===== src/rtl/logic_issue_stage.sv =====
// logic_issue_stage: request FIFO -> operand-isolated issue register -> response
// register wrapped around an external combinational 8-bit and/or/not unit.
// Optional build macro ALU_BYPASS_EN: requests arriving at an empty FIFO with a
// free issue slot load the issue register directly, cutting latency to one cycle.
module logic_issue_stage #(
    parameter int W     = 8,
    parameter int DEPTH = 2
) (
    input  logic         clk,
    input  logic         rst_n,
    input  logic         req_valid,
    output logic         req_ready,
    input  logic [1:0]   req_op,
    input  logic [W-1:0] req_a,
    input  logic [W-1:0] req_b,
    output logic [W-1:0] lu_a,
    output logic [W-1:0] lu_b,
    output logic [1:0]   lu_ctrl,
    input  logic [W-1:0] lu_s,
    output logic         rsp_valid,
    input  logic         rsp_ready,
    output logic [W-1:0] rsp_data,
    output logic         rsp_zero,
    output logic         rsp_err,
    output logic         busy
);
    localparam int AW = $clog2(DEPTH);
    localparam int PW = AW + 1;

    typedef struct packed {
        logic [1:0]   op;
        logic [W-1:0] a;
        logic [W-1:0] b;
    } req_t;

    req_t          mem [DEPTH];
    logic [PW-1:0] wr_ptr, rd_ptr;
    logic          fifo_empty, fifo_full;
    logic          accept, push, pop, xfer, bypass, load;
    logic          issue_v, issue_err;
    req_t          in_req, head, ld_req;

    // Extra pointer MSB distinguishes full from empty when the indices match.
    assign fifo_empty = (wr_ptr == rd_ptr);
    assign fifo_full  = (wr_ptr[AW] != rd_ptr[AW]) &&
                        (wr_ptr[AW-1:0] == rd_ptr[AW-1:0]);

    assign req_ready = !fifo_full;
    assign accept    = req_valid && req_ready;
    assign in_req    = '{op: req_op, a: req_a, b: req_b};
    assign head      = mem[rd_ptr[AW-1:0]];

    assign xfer = issue_v && (!rsp_valid || rsp_ready);
    assign pop  = !fifo_empty && (!issue_v || xfer);

`ifdef ALU_BYPASS_EN
    // Bypass only when the FIFO is empty so ordering is preserved.
    assign bypass = accept && fifo_empty && (!issue_v || xfer);
`else
    assign bypass = 1'b0;
`endif

    // pop and bypass are exclusive: bypass requires an empty FIFO.
    assign push   = accept && !bypass;
    assign load   = pop || bypass;
    assign ld_req = pop ? head : in_req;

    assign busy = !fifo_empty || issue_v || rsp_valid;

    // FIFO storage; contents are don't-care until written, so no reset.
    always_ff @(posedge clk) begin
        if (push) mem[wr_ptr[AW-1:0]] <= in_req;
    end

    // FIFO pointers.
    always_ff @(posedge clk or negedge rst_n) begin
        if (!rst_n) begin
            wr_ptr <= '0;
            rd_ptr <= '0;
        end else begin
            if (push) wr_ptr <= wr_ptr + 1'b1;
            if (pop)  rd_ptr <= rd_ptr + 1'b1;
        end
    end

    // Issue register: lu_* only move on a legal op so the ALU inputs stay quiet.
    always_ff @(posedge clk or negedge rst_n) begin
        if (!rst_n) begin
            issue_v   <= 1'b0;
            issue_err <= 1'b0;
            lu_a      <= '0;
            lu_b      <= '0;
            lu_ctrl   <= '0;
        end else if (load) begin
            issue_v   <= 1'b1;
            issue_err <= (ld_req.op == 2'b11);
            if (ld_req.op != 2'b11) begin
                lu_a    <= ld_req.a;
                lu_b    <= ld_req.b;
                lu_ctrl <= ld_req.op;
            end
        end else if (xfer) begin
            issue_v <= 1'b0;
        end
    end

    // Response register: captures the unit result, data/flags hold once consumed.
    always_ff @(posedge clk or negedge rst_n) begin
        if (!rst_n) begin
            rsp_valid <= 1'b0;
            rsp_data  <= '0;
            rsp_zero  <= 1'b0;
            rsp_err   <= 1'b0;
        end else if (xfer) begin
            rsp_valid <= 1'b1;
            if (issue_err) begin
                rsp_data <= '0;
                rsp_zero <= 1'b0;
                rsp_err  <= 1'b1;
            end else begin
                rsp_data <= lu_s;
                rsp_zero <= (lu_s == '0);
                rsp_err  <= 1'b0;
            end
        end else if (rsp_valid && rsp_ready) begin
            rsp_valid <= 1'b0;
        end
    end

endmodule


===== config.mk =====
export PLATFORM = sky130hd
export DESIGN_NAME = logic_issue_stage
export DESIGN_NICKNAME = d
export VERILOG_FILES = /design/src/rtl/logic_issue_stage.sv
export SDC_FILE = /design/constraint.sdc
export NUM_CORES = 1
export LEC_CHECK = 0
export CORE_ASPECT_RATIO = 0.6
export CORE_MARGIN = 2
export CORE_UTILIZATION = 40
export CTS_CLUSTER_SIZE = 40
export DETAILED_ROUTE_END_ITERATION = 7
export GPL_TIMING_DRIVEN = 0
export HOLD_SLACK_MARGIN = 0.03
export PLACE_DENSITY = 0.67
export SETUP_SLACK_MARGIN = 0.05
export SYNTH_ARGS = -nofsm -noshare
export SYNTH_HDL_FRONTEND = slang
export SYNTH_SLANG_ARGS = --single-unit

===== constraint.sdc =====
create_clock -name clk -period 2.25 [get_ports clk]
set_clock_uncertainty 0.2 [all_clocks]
set_input_delay 0.3375 -clock clk [delete_from_list [all_inputs] [get_ports clk]]
set_output_delay 0.3375 -clock clk [all_outputs]
set_load 0.005 [all_outputs]

==> results of run 1 <==
==> synthesized netlist by cell type, drive strengths merged <==
cell | count | area (um2)
a21oi | 2 | 10.0
a22o | 1 | 8.76
o21ai | 8 | 40.0
nand2 | 12 | 45.0
and3 | 1 | 6.26
edfxtp | 36 | 1080
nand3 | 3 | 15.0
xnor2 | 4 | 35.0
inv | 1 | 3.75
xor2 | 2 | 17.5
buf | 3 | 26.3
a21boi | 1 | 18.8
nand2b | 12 | 75.1
nor3 | 1 | 5.00
mux2i | 1 | 10.0
dfrtp | 35 | 876
mux2 | 33 | 405
nor2 | 4 | 15.0
nand3b | 1 | 7.51
clkbuf | 3 | 11.3
a31oi | 2 | 12.5
o211a | 1 | 10.0
or4 | 1 | 7.51
nor4 | 1 | 6.26
==> worst min path at each step <==
stage | to | depth (start not counted)
floorplan | issue_err$_DFFE_PN0N_ | 0
global placement | rsp_data[2]$_DFFE_PN0P_ | 2
detailed placement | lu_a[6]$_DFFE_PN0P_ | 1
CTS | rsp_data[4]$_DFFE_PN0P_ | 2
global route | rsp_data[4]$_DFFE_PN0P_ | 2
finish | rsp_data[2]$_DFFE_PN0P_ | 2
==> report_power, final <==
| group | switching [mW] | internal, mW |
|---|---|---|
| Clock | 0.483 | 0.768 |
| Sequential | 0.243 | 1.92 |
| Combinational | 0.918 | 1.42 |
==> routing by layer <==
layer,track usage (%),up-vias
met5,0,-
met3,5.05,7
met2,21.5,56
li1,-,770
met4,6.02,0
met1,20.6,763
==> final cells by class <==
cell class | instances | area, um2 | share of cell area [%]
inverter | 1 | 3.75 | 0.0976
timing repair buffer | 68 | 671 | 17.4
clock buffer | 12 | 246 | 6.41
buffer | 6 | 37.5 | 0.976
tap | 87 | 109 | 2.83
multi-input combinational | 91 | 798 | 20.8
clock inverter | 4 | 21.3 | 0.553
sequential | 71 | 1960 | 50.9
==> flip-flops by register name, indices dropped and copies added, names as in the netlist, 2 cells and up <==
register  flops
mem          36
lu_a          8
lu_b          8
rsp_data      8
lu_ctrl       2
rd_ptr        2
wr_ptr        2
==> repair_timing <==
action | 4_1_cts | 5_1_grt
endpoints found under the setup margin | 39 | 11
gates resized for setup | 6 | 3
hold buffers | 1 | 0
buffers inserted | 2 | 5
pin swaps | 3 | 2
hold endpoints to repair | 35 | 0
gates cloned | 0 | 0
==> worst min-delay path: cells and delay by family, from the launching register on <==
| kind | cells | cell delay [ps] |
|---|---|---|
| and+or+nand+nor | 1 | 50 |
| AOI/OAI and AO/OA | 1 | 60 |
| DFF | 1 | 340 |
==> cell families (layout without fill, tap and decap cells) <==
| family | count (synthesis) | after routing | synth area share [%] |
|---|---|---|---|
| flip-flops | 71 | 71 | 71.2 |
| AND/OR/NAND/NOR | 36 | 36 | 6.65 |
| multiplexers | 34 | 34 | 15.1 |
| AO/OA/AOI/OAI | 15 | 15 | 3.64 |
| buffers and inverters | 7 | 91 | 1.50 |
| XOR/XNOR | 6 | 6 | 1.91 |
==> per-stage QoR <==
stage / setup TNS [ps] / std cells
global route: 0 / 340
global placement: -17850 / 316
finish: 0 / 340
CTS: 0 / 335
detailed placement: -10430 / 316
floorplan: 0 / 169
==> results.txt, run 1 <==
In this run the worst hold path is classified as reg -> reg. For the worst setup path, the data arrival time is 1650 ps. After global routing the overflow that remains totals 0.

The critical path goes through xnor2_2 > nand2b_4 > clkdlybuf4s50_1. The number of hold-slack violations in the final timing report was 0; the worst-case register-to-register setup slack was 150 ps. The critical path ends at req_ready.

After filler insertion, the fill cell instance count of the layout stands at 554. The first-pass GRT wire length came out at 8.15 mm. The die width came out at 111 um.

For the max-slew violation count, the log shows 0. For this design, the slowest cell found on the critical path is sky130_fd_sc_hd__clkdlybuf4s50_1. Setup repair after global routing could not meet its margin everywhere. The number of DRC markers after the initial detailed-route iteration was 67.

Detailed routing placed a total of 2.19 mm of wire on met2. The tools report the via count of the first global-routing pass as 1561. The total wire length after detailed routing came out at 5.22 mm.

The start of the worst register-to-register path was wr_ptr[1]$_DFFE_PN0P_. The initial antenna violation count is 0. The endpoint identified for the worst register-to-register timing path is lu_b[3]$_DFFE_PN0P_. For the normalized max-slew margin, the log shows 44.6%. The floorplan step defined a core boundary enclosing 6680 um2. The leakage power was 1.49 nW. The count of boundary I/O pins came out at 61. The detailed router used layers up to and including met4. The number of clock buffers added by TritonCTS is 9. For the worst setup path, the data required time is 1710 ps.

After the last flow step, the layout net total stands at 278. The worst setup path is launched from a register. For the pin with the worst max-slew slack, the measured transition is 830 ps. For this configuration, the core starts out at a cell density of 41.2%. The count of input and output buffers was 60; the row count was 23. In this run the worst path has a maximum fanout of 3.

The most frequent standard cell in the layout excluding fill and tap cells is sky130_fd_sc_hd__clkdlybuf4s50_1. The cell chosen for the clock root was sky130_fd_sc_hd__clkbuf_16. The run gives 3.30 mm as the post-detailed-placement half-perimeter wirelength.

The buffering stage count on the worst path with inverters included is 1, and the final cell utilization of the core is 57.6%. Prior to clock tree synthesis, the placed netlist has a worst setup slack of -254 ps. The CTS sink count is 71.

The iteration count of the initial detailed-routing pass came out at 4. The post-route worst hold slack came out at 285 ps. The final cycle utilization of the critical path came out at 97.1%. The worst setup path is of the reg -> out kind. Counting every net in the synthesized netlist gives 199. The synthesized netlist occupies a cell area of 2750 um2. The count of antenna-violating nets left after detailed routing was 0; the worst-case setup margin in the final layout was 66.2 ps. The top cell family by delay on the critical path is buffers and inverters. For the total design power, the log shows 5.75 mW. Measured along the y axis, the die boundary spans 68.2 um. In the final routed layout, each cell accounts on average for 15.4 um. The global-route usage over all layers is 14.8%.

On the worst path, the slowest cell contributes a delay of 490 ps. Entering global routing, the biggest net connects 36 pins. The clock insertion delay at the later pin of the skew report is 320 ps. Worst min-delay path startpoint: rsp_data[2]$_DFFE_PN0P_. After detailed placement, the total cell area comes to 3460 um2. For this run, the top clock speed supported by timing is 0.458 GHz. The weighted congestion reported at the end of routability-driven placement was 0.718. The run gives 27 as the number of distinct library cells after synthesis.

The sequential share of the synthesized area was 71.2%; the total met3 wirelength after detailed routing was 290 um. The number of antenna diodes in the final layout is 0. During synthesis, Yosys emitted a total of 0 warnings. TritonCTS built the clock tree. The reported max-cap violation count is 0, and the depth of the critical timing path with buffers and inverters included is 3. Cells with a size suffix above 1 make up 25.7% of the layout. The run finished with clean final reports. The detailed router put a total of 2.68 mm of wire on met1. The overall die area was 7570 um2; the power density over cell area was 1500 nW/um2. The longest clock path from root to sink contains 2 buffers. Counting I/O delays and the setup requirement, the final critical path takes 2180 ps. Setup violations remaining at the end of the flow were counted as 0. The number of H-tree branching levels is 3. The number of remaining DRC errors is 0. In the layout the commonest cells are sky130_fd_sc_hd__clkdlybuf4s50_1, sky130_fd_sc_hd__edfxtp_1, sky130_fd_sc_hd__dfrtp_1. Using the TritonRoute via totals, the vias-per-cell ratio works out to 4.69.

STA classifies the critical path endpoint as a primary output. Counting flops and latches in the post-synthesis netlist gives 71. The gate count after technology mapping was 169. The logs give 1596 for the detailed-route via count and 0.784 mV for the highest ir drop seen on vdd. Number of cells on the worst reg-to-reg path: 7. The worst setup path startpoint is wr_ptr[1]$_DFFE_PN0P_. The clock-pin transition on the worst setup and hold timing paths is 50 ps. From synthesis to final layout, the design area changed by 39.9%. After synthesis, the mean cell area works out to 16.3 um2. The run gives 3850 um2 as the summed area of non-filler cells in the final layout.
(Power assumes the default switching activity.)
==> run 2, diff against run 1 <==
Settings changed: CTS_CLUSTER_SIZE 40 to 30, MAX_ROUTING_LAYER from default to met4.
==> results.txt, run 2 (synthesis results as in run 1) <==
The top cell family by delay on the critical path is buffers and inverters (unchanged). The proportion of power drawn by combinational gates is 40.7% (was 40.6%), and the die width is 111 um (unchanged). The post-detailed-placement half-perimeter wirelength was 3.30 mm (unchanged). The total number of nets in the final design is 278 (unchanged), and the final cycle utilization of the critical path is 97.0% (was 97.1%). The worst-case setup margin in the final layout is 67.9 ps (was 66.2 ps). Crit path cell chain: xnor2_2 > nand2b_4 > clkdlybuf4s50_1 (unchanged).

The clock insertion delay at the later pin of the skew report is 320 ps (about the same), and the number of cells on the worst reg-to-reg path is 7 (unchanged). Kind of start point of the critical path: a register (unchanged). The cell total after placement was 316 (unchanged).

The normalized max-slew margin is 46.0% (was 44.6%), and the cell-internal power is 4.11 mW (about the same). The chip height is 68.2 um (unchanged), and the delay of the slowest critical-path stage is 490 ps (about the same). The buffering stage count on the worst path with inverters included works out to 1 (unchanged). The weighted congestion reported at the end of routability-driven placement was 0.727 (was 0.718); the required time of the worst setup path was 1710 ps (about the same). Share of cells above drive strength 1: 25.7% (unchanged).

The layout overhead on the synthesized area came out at 39.9% (unchanged). The tools report the cell chosen for the clock root as sky130_fd_sc_hd__clkbuf_16 (unchanged). The tools report the highest ir drop seen on vdd as 0.784 mV (about the same). The tools report the final total negative setup slack as 0 ps (unchanged). Top library cells by usage in the layout, fill and taps aside: sky130_fd_sc_hd__clkdlybuf4s50_1, sky130_fd_sc_hd__edfxtp_1, sky130_fd_sc_hd__dfrtp_1 (unchanged). The tools report the total core area as 6680 um2 (unchanged).

The register share of total power came out at 37.6% (about the same). The detail-routed via count per cell works out to 4.67 (was 4.69). The kind of end point of the critical path is a primary output (unchanged). The count of antenna-violating nets left after detailed routing was 0 (unchanged). Flip-flop count of the largest register, all copies and words added: 36 (unchanged).

The number of H-tree branching levels is 3 (unchanged). The number of remaining DRC errors is 0 (unchanged). Cell with the largest stage delay on the worst path: sky130_fd_sc_hd__clkdlybuf4s50_1 (unchanged). The final cell utilization of the core was 57.6% (unchanged); the net switching share of the total power was 28.6% (about the same).

The tools report the first-pass GRT wire length as 8.16 mm (was 8.15 mm). The number of DRC markers after the initial detailed-route iteration was 45 (was 67); the cell depth of the worst min-delay path was 2 (unchanged). Most frequent standard cell in the layout excluding fill and tap cells: sky130_fd_sc_hd__clkdlybuf4s50_1 (unchanged).

The tools report the detailed-route via count as 1589 (was 1596). Setup repair after global routing could not meet its margin everywhere. The number of hold-slack violations in the final timing report came out at 0 (unchanged). The logs give 0 (unchanged) for the initial antenna violation count and 1640 ps (was 1650 ps) for the data arrival time of the critical path.

The maximum number of pins on one net before global-route repair was 36 (unchanged); the clock-pin transition on the worst setup and hold timing paths was 50 ps (about the same). The path class of the lowest-slack min-delay path was reg -> reg (unchanged). The max-slew violation count is 0 (unchanged), and the clock network fraction of total power is 21.7% (about the same). TritonCTS built the clock tree. CTS buffer count: 9 (unchanged).

The starting density of the core came out at 41.2% (unchanged). The iteration count of the initial detailed-routing pass is 4 (unchanged), and the clock period minus final worst setup slack is 2180 ps (about the same). The worst slack after detailed placement was -254 ps (unchanged). For the antenna diode count, the log shows 0 (unchanged). The flow ran to the end, and the final reports show no timing, DRC or antenna violations. The total wire length after detailed routing was 5.20 mm (was 5.22 mm); the row count was 23 (unchanged).

The reported max-cap violation count was 0 (unchanged); the peak clock frequency supported by timing was 0.458 GHz (about the same). The worst-case register-to-register setup slack was 150 ps (about the same); the remaining global-route overflow was 0 (unchanged). For the count of boundary I/O pins, the log shows 61 (unchanged). The overall die area was 7570 um2 (unchanged).

The power density over cell area came out at 1500 nW/um2 (about the same). The type of the worst setup path was reg -> out (unchanged). The CTS sink count is 71 (unchanged). The largest fanout on the critical path was 3 (unchanged); the net load switching power was 1.65 mW (was 1.64 mW). The average wire per standard cell is 15.3 um (was 15.4 um). For the leakage power, the log shows 1.49 nW (unchanged). The logs give 15.2% (was 14.8%) for the global-route usage over all layers and 2 (unchanged) for the number of buffers between clock root and the deepest sink.

The depth of the critical timing path with buffers and inverters included works out to 3 (unchanged). The count of input and output buffers is 60 (unchanged), and the number of standard cells in the final layout excluding fillers is 340 (unchanged). Pin slew with the least headroom to its limit: 810 ps (was 830 ps).

The number of setup violations in the final report is 0 (unchanged). For the via count of the first global-routing pass, the log shows 1563 (was 1561).
[run 2: cell counts in the layout (fill, tap and decap cells not counted)]
No cell type changed its count.
[run 2: cell type report]
class / count / area (um2)
fill: 554 / 2830
sequential: 71 / 1960
multi-input combinational: 91 / 798
timing repair buffer: 68 / 671
clock buffer: 12 / 246
tap: 87 / 109
buffer: 6 / 37.5
clock inverter: 4 / 21.3
inverter: 1 / 3.75
[run 2: per-layer routing]
metal | GRT usage, % | vias up | part of all wire [%]
met5 | - | - | 0
li1 | - | 769 | -
met2 | 21.4 | 48 | 42
met1 | 20.9 | 767 | 52
met3 | 5.14 | 5 | 4.3
met4 | 5.09 | 0 | 1.0
[run 2: tightest hold or removal path, cell delays in order (launching register included)]
cell	delay (ps)
sky130_fd_sc_hd__dfrtp_1	340
sky130_fd_sc_hd__nand2_1	50
sky130_fd_sc_hd__o21ai_0	60
[run 2: timing repair]
| action | in CTS | in global routing |
|---|---|---|
| hold endpoints to repair | 35 | 0 |
| setup buffers | 2 | 5 |
| resized for setup | 6 | 3 |
| pin swaps | 3 | 2 |
| setup endpoints to repair | 39 | 11 |
| hold buffers | 1 | 0 |
[run 2: worst paths after layout]
| kind | endpoint | start |
|---|---|---|
| setup reg to reg | lu_b[3]$_DFFE_PN0P_ | wr_ptr[1]$_DFFE_PN0P_ |
| hold / removal | rsp_data[2]$_DFFE_PN0P_ | rsp_data[2]$_DFFE_PN0P_ |
| hold reg to reg | rsp_data[2]$_DFFE_PN0P_ | rsp_data[2]$_DFFE_PN0P_ |
| max in group asynchronous | rd_ptr[0]$_DFFE_PN0N_ | rst_n |
| min in group asynchronous | lu_a[6]$_DFFE_PN0P_ | rst_n |
| setup / recovery | req_ready | wr_ptr[1]$_DFFE_PN0P_ |
[run 2: power groups by stage]
stage / Combinational [mW] / Sequential [mW] / Clock [mW]
floorplan: 1.25 / 2.15 / 0
global placement: 2.06 / 2.16 / 0
detailed placement: 2.10 / 2.17 / 0
CTS: 2.21 / 2.18 / 1.28
global route: 2.53 / 2.22 / 1.34
finish: 2.34 / 2.16 / 1.25
[run 2: metrics by stage]
stage | total power, mW | hold slack [ps] | area, um2
after global routing | 6.10 | 303 | 3850
after global placement | 4.23 | 266 | 3460
after CTS | 5.68 | 289 | 3790
after floorplan | 3.39 | -158 | 2750
final | 5.75 | 286 | 3850
after detailed placement | 4.26 | 277 | 3460
==> run 3, diff against run 2 <==
Settings changed: CORE_UTILIZATION 40 to 45, PLACE_DENSITY 0.67 to 0.74.
==> results.txt, run 3 (synthesis results as in run 1) <==
The run finished with clean final reports. Top library cells by usage in the layout, fill and taps aside: sky130_fd_sc_hd__clkdlybuf4s50_1, sky130_fd_sc_hd__edfxtp_1, sky130_fd_sc_hd__dfrtp_1 (unchanged). The post-route worst hold slack is 279 ps (was 286 ps). The run gives 0 (unchanged) as the max-slew violation count. The reported max-cap violation count was 0 (unchanged).

The logs give 71 (unchanged) for the CTS sink count and 0 (unchanged) for the number of setup violations in the final report. The pin slew with the least headroom to its limit is 799 ps (was 810 ps). The iteration count of the initial detailed-routing pass is 4 (unchanged). The kind of end point of the critical path was a primary output (unchanged).

The filler cell count is 441 (was 554), and the chip height is 64.5 um (was 68.2 um). The tools report the clock insertion delay at the later pin of the skew report as 320 ps (about the same). The type of the worst setup path is reg -> out (unchanged). The number of H-tree branching levels is 3 (unchanged), and the detail-routed via count per cell is 4.76 (was 4.67). The power density over cell area is 1480 nW/um2 (was 1500 nW/um2), and the remaining global-route overflow is 0 (unchanged). The antenna diode count is 0 (unchanged). The total core area was 5730 um2 (was 6680 um2); the die width was 105 um (was 111 um). Leakage power: 1.50 nW (was 1.49 nW).

For the number of DRC markers after the initial detailed-route iteration, the log shows 58 (was 45). Number of hold-slack violations in the final timing report: 0 (unchanged). The run gives 0 (unchanged) as the number of remaining DRC errors.

The logs give 2 (unchanged) for the number of buffers between clock root and the deepest sink and 5.22 mm (was 5.20 mm) for the total wire length after detailed routing. The most frequent standard cell in the layout excluding fill and tap cells is sky130_fd_sc_hd__clkdlybuf4s50_1 (unchanged). Flip-flop count of the largest register, all copies and words added: 36 (unchanged).

The tools report the peak clock frequency supported by timing as 0.472 GHz (was 0.458 GHz). The kind of start point of the critical path is a register (unchanged). The tools report the required time of the worst setup path as 1710 ps (about the same). For the count of antenna-violating nets left after detailed routing, the log shows 0 (unchanged). The highest ir drop seen on vdd was 0.653 mV (was 0.784 mV).

TritonCTS built the clock tree. The normalized max-slew margin is 46.8% (was 46.0%). The buffering stage count on the worst path with inverters included was 1 (unchanged). The clock-pin transition on the worst setup and hold timing paths is 70 ps (was 50 ps), and the average wire per standard cell is 15.4 um (was 15.3 um). The layout overhead on the synthesized area came out at 38.9% (was 39.9%). The first-pass GRT wire length was 8.29 mm (was 8.16 mm); the row count was 21 (was 23). Crit path cell chain: xnor2_4 > nand3_1 > clkdlybuf4s50_1 (was xnor2_2 > nand2b_4 > clkdlybuf4s50_1). Cell chosen for the clock root: sky130_fd_sc_hd__clkbuf_8 (was sky130_fd_sc_hd__clkbuf_16).

The cell total after placement is 309 (was 316). The number of standard cells in the final layout excluding fillers was 338 (was 340). Met3 usage in global routing: 5.33% (was 5.14%). The total number of nets in the final design is 283 (was 278).

For the met2 usage in global routing, the log shows 25.2% (was 21.4%). The starting density of the core is 48.0% (was 41.2%). The logs give 9 (unchanged) for the CTS buffer count and 22.4% (was 20.9%) for the global routing usage on met1. The logs give 61 (unchanged) for the count of boundary I/O pins and 16.8% (was 15.2%) for the global-route usage over all layers. Count of input and output buffers: 60 (unchanged). The cell with the largest stage delay on the worst path is sky130_fd_sc_hd__clkdlybuf4s50_1 (unchanged).

The tools report the via count of the first global-routing pass as 1659 (was 1563). The final cycle utilization of the critical path was 94.1% (was 97.0%). The final cell utilization of the core came out at 66.7% (was 57.6%). The detailed-route via count was 1610 (was 1589); the data arrival time of the critical path was 1580 ps (was 1640 ps). Post-detailed-placement half-perimeter wirelength: 3.47 mm (was 3.30 mm). The tools report the weighted congestion reported at the end of routability-driven placement as 0.726 (was 0.727).

The highest-utilization routing layer at the global route stage was met2 (unchanged). The overall die area came out at 6770 um2 (was 7570 um2). Setup repair after global routing left no endpoint under its margin. The delay of the slowest critical-path stage was 460 ps (was 490 ps).

The largest fanout on the critical path was 4 (was 3); the maximum number of pins on one net before global-route repair was 36 (unchanged). The initial antenna violation count came out at 0 (unchanged). The path class of the lowest-slack min-delay path is reg -> reg (unchanged). The top cell family by delay on the critical path was buffers and inverters (unchanged).

Clock period minus final worst setup slack: 2120 ps (was 2180 ps). The share of cells above drive strength 1 was 26.7% (was 25.7%).
-- run 3: area by class of cell --
type	count	area, um2	area share (%)
buffer	6	37.5	0.983
clock buffer	12	145	3.80
clock inverter	4	68.8	1.80
inverter	1	3.75	0.0983
multi-input combinational	91	793	20.8
sequential	71	1960	51.3
tap	80	100	2.62
timing repair buffer	73	711	18.6
-- run 3: path summary, 6_finish.rpt --
check,start,end,slack (ps),cells after the start
setup / recovery,rd_ptr[0]$_DFFE_PN0N_,busy,130,3
hold / removal,rsp_data[6]$_DFFE_PN0P_,rsp_data[6]$_DFFE_PN0P_,280,2
setup reg to reg,wr_ptr[1]$_DFFE_PN0P_,lu_b[1]$_DFFE_PN0P_,160,7
hold reg to reg,rsp_data[6]$_DFFE_PN0P_,rsp_data[6]$_DFFE_PN0P_,280,2
max in group asynchronous,rst_n,rd_ptr[0]$_DFFE_PN0N_,860,2
min in group asynchronous,rst_n,rsp_valid$_DFFE_PN0P_,430,2
-- run 3: report_power, final --
group / total [mW] / leakage [nW] / internal (mW) / switching [mW]
sequential: 2.15 / 0.750 / 1.92 / 0.236
combinational: 2.45 / 0.641 / 1.50 / 0.947
clock: 1.06 / 0.108 / 0.650 / 0.413
-- run 3: what timing repair did --
action,in CTS,in global routing
pin swaps,3,3
endpoints found under the hold margin,35,0
resized for setup,6,3
buffers inserted,2,10
setup endpoints to repair,39,11
hold buffers,1,0
-- run 3: worst reg2reg max path, delay by kind of cell, from the launching register on --
| family | cells | cell delay, ps |
|---|---|---|
| DFF | 1 | 420 |
| AOI/OAI and AO/OA | 2 | 360 |
| xor gates and xnor gates | 1 | 170 |
| muxes | 1 | 310 |
| buffers and inverters | 3 | 510 |
-- run 3: metal layers --
metal,vias to the layer above,share of wire (%)
li1,781,-
met1,789,49
met2,38,46
met3,2,4.1
met4,0,0.38
met5,-,0
-- run 3: metrics by stage --
stage	cell area [um2]	setup WS (ps)	power, mW	TNS, ps
after CTS	3730	51.6	5.50	0
after detailed placement	3450	-275	4.28	-10880
after global routing	3820	53.8	6.01	0
after global placement	3450	-238	4.22	-16820
after floorplan	2750	130	3.39	0
final	3820	133	5.66	0
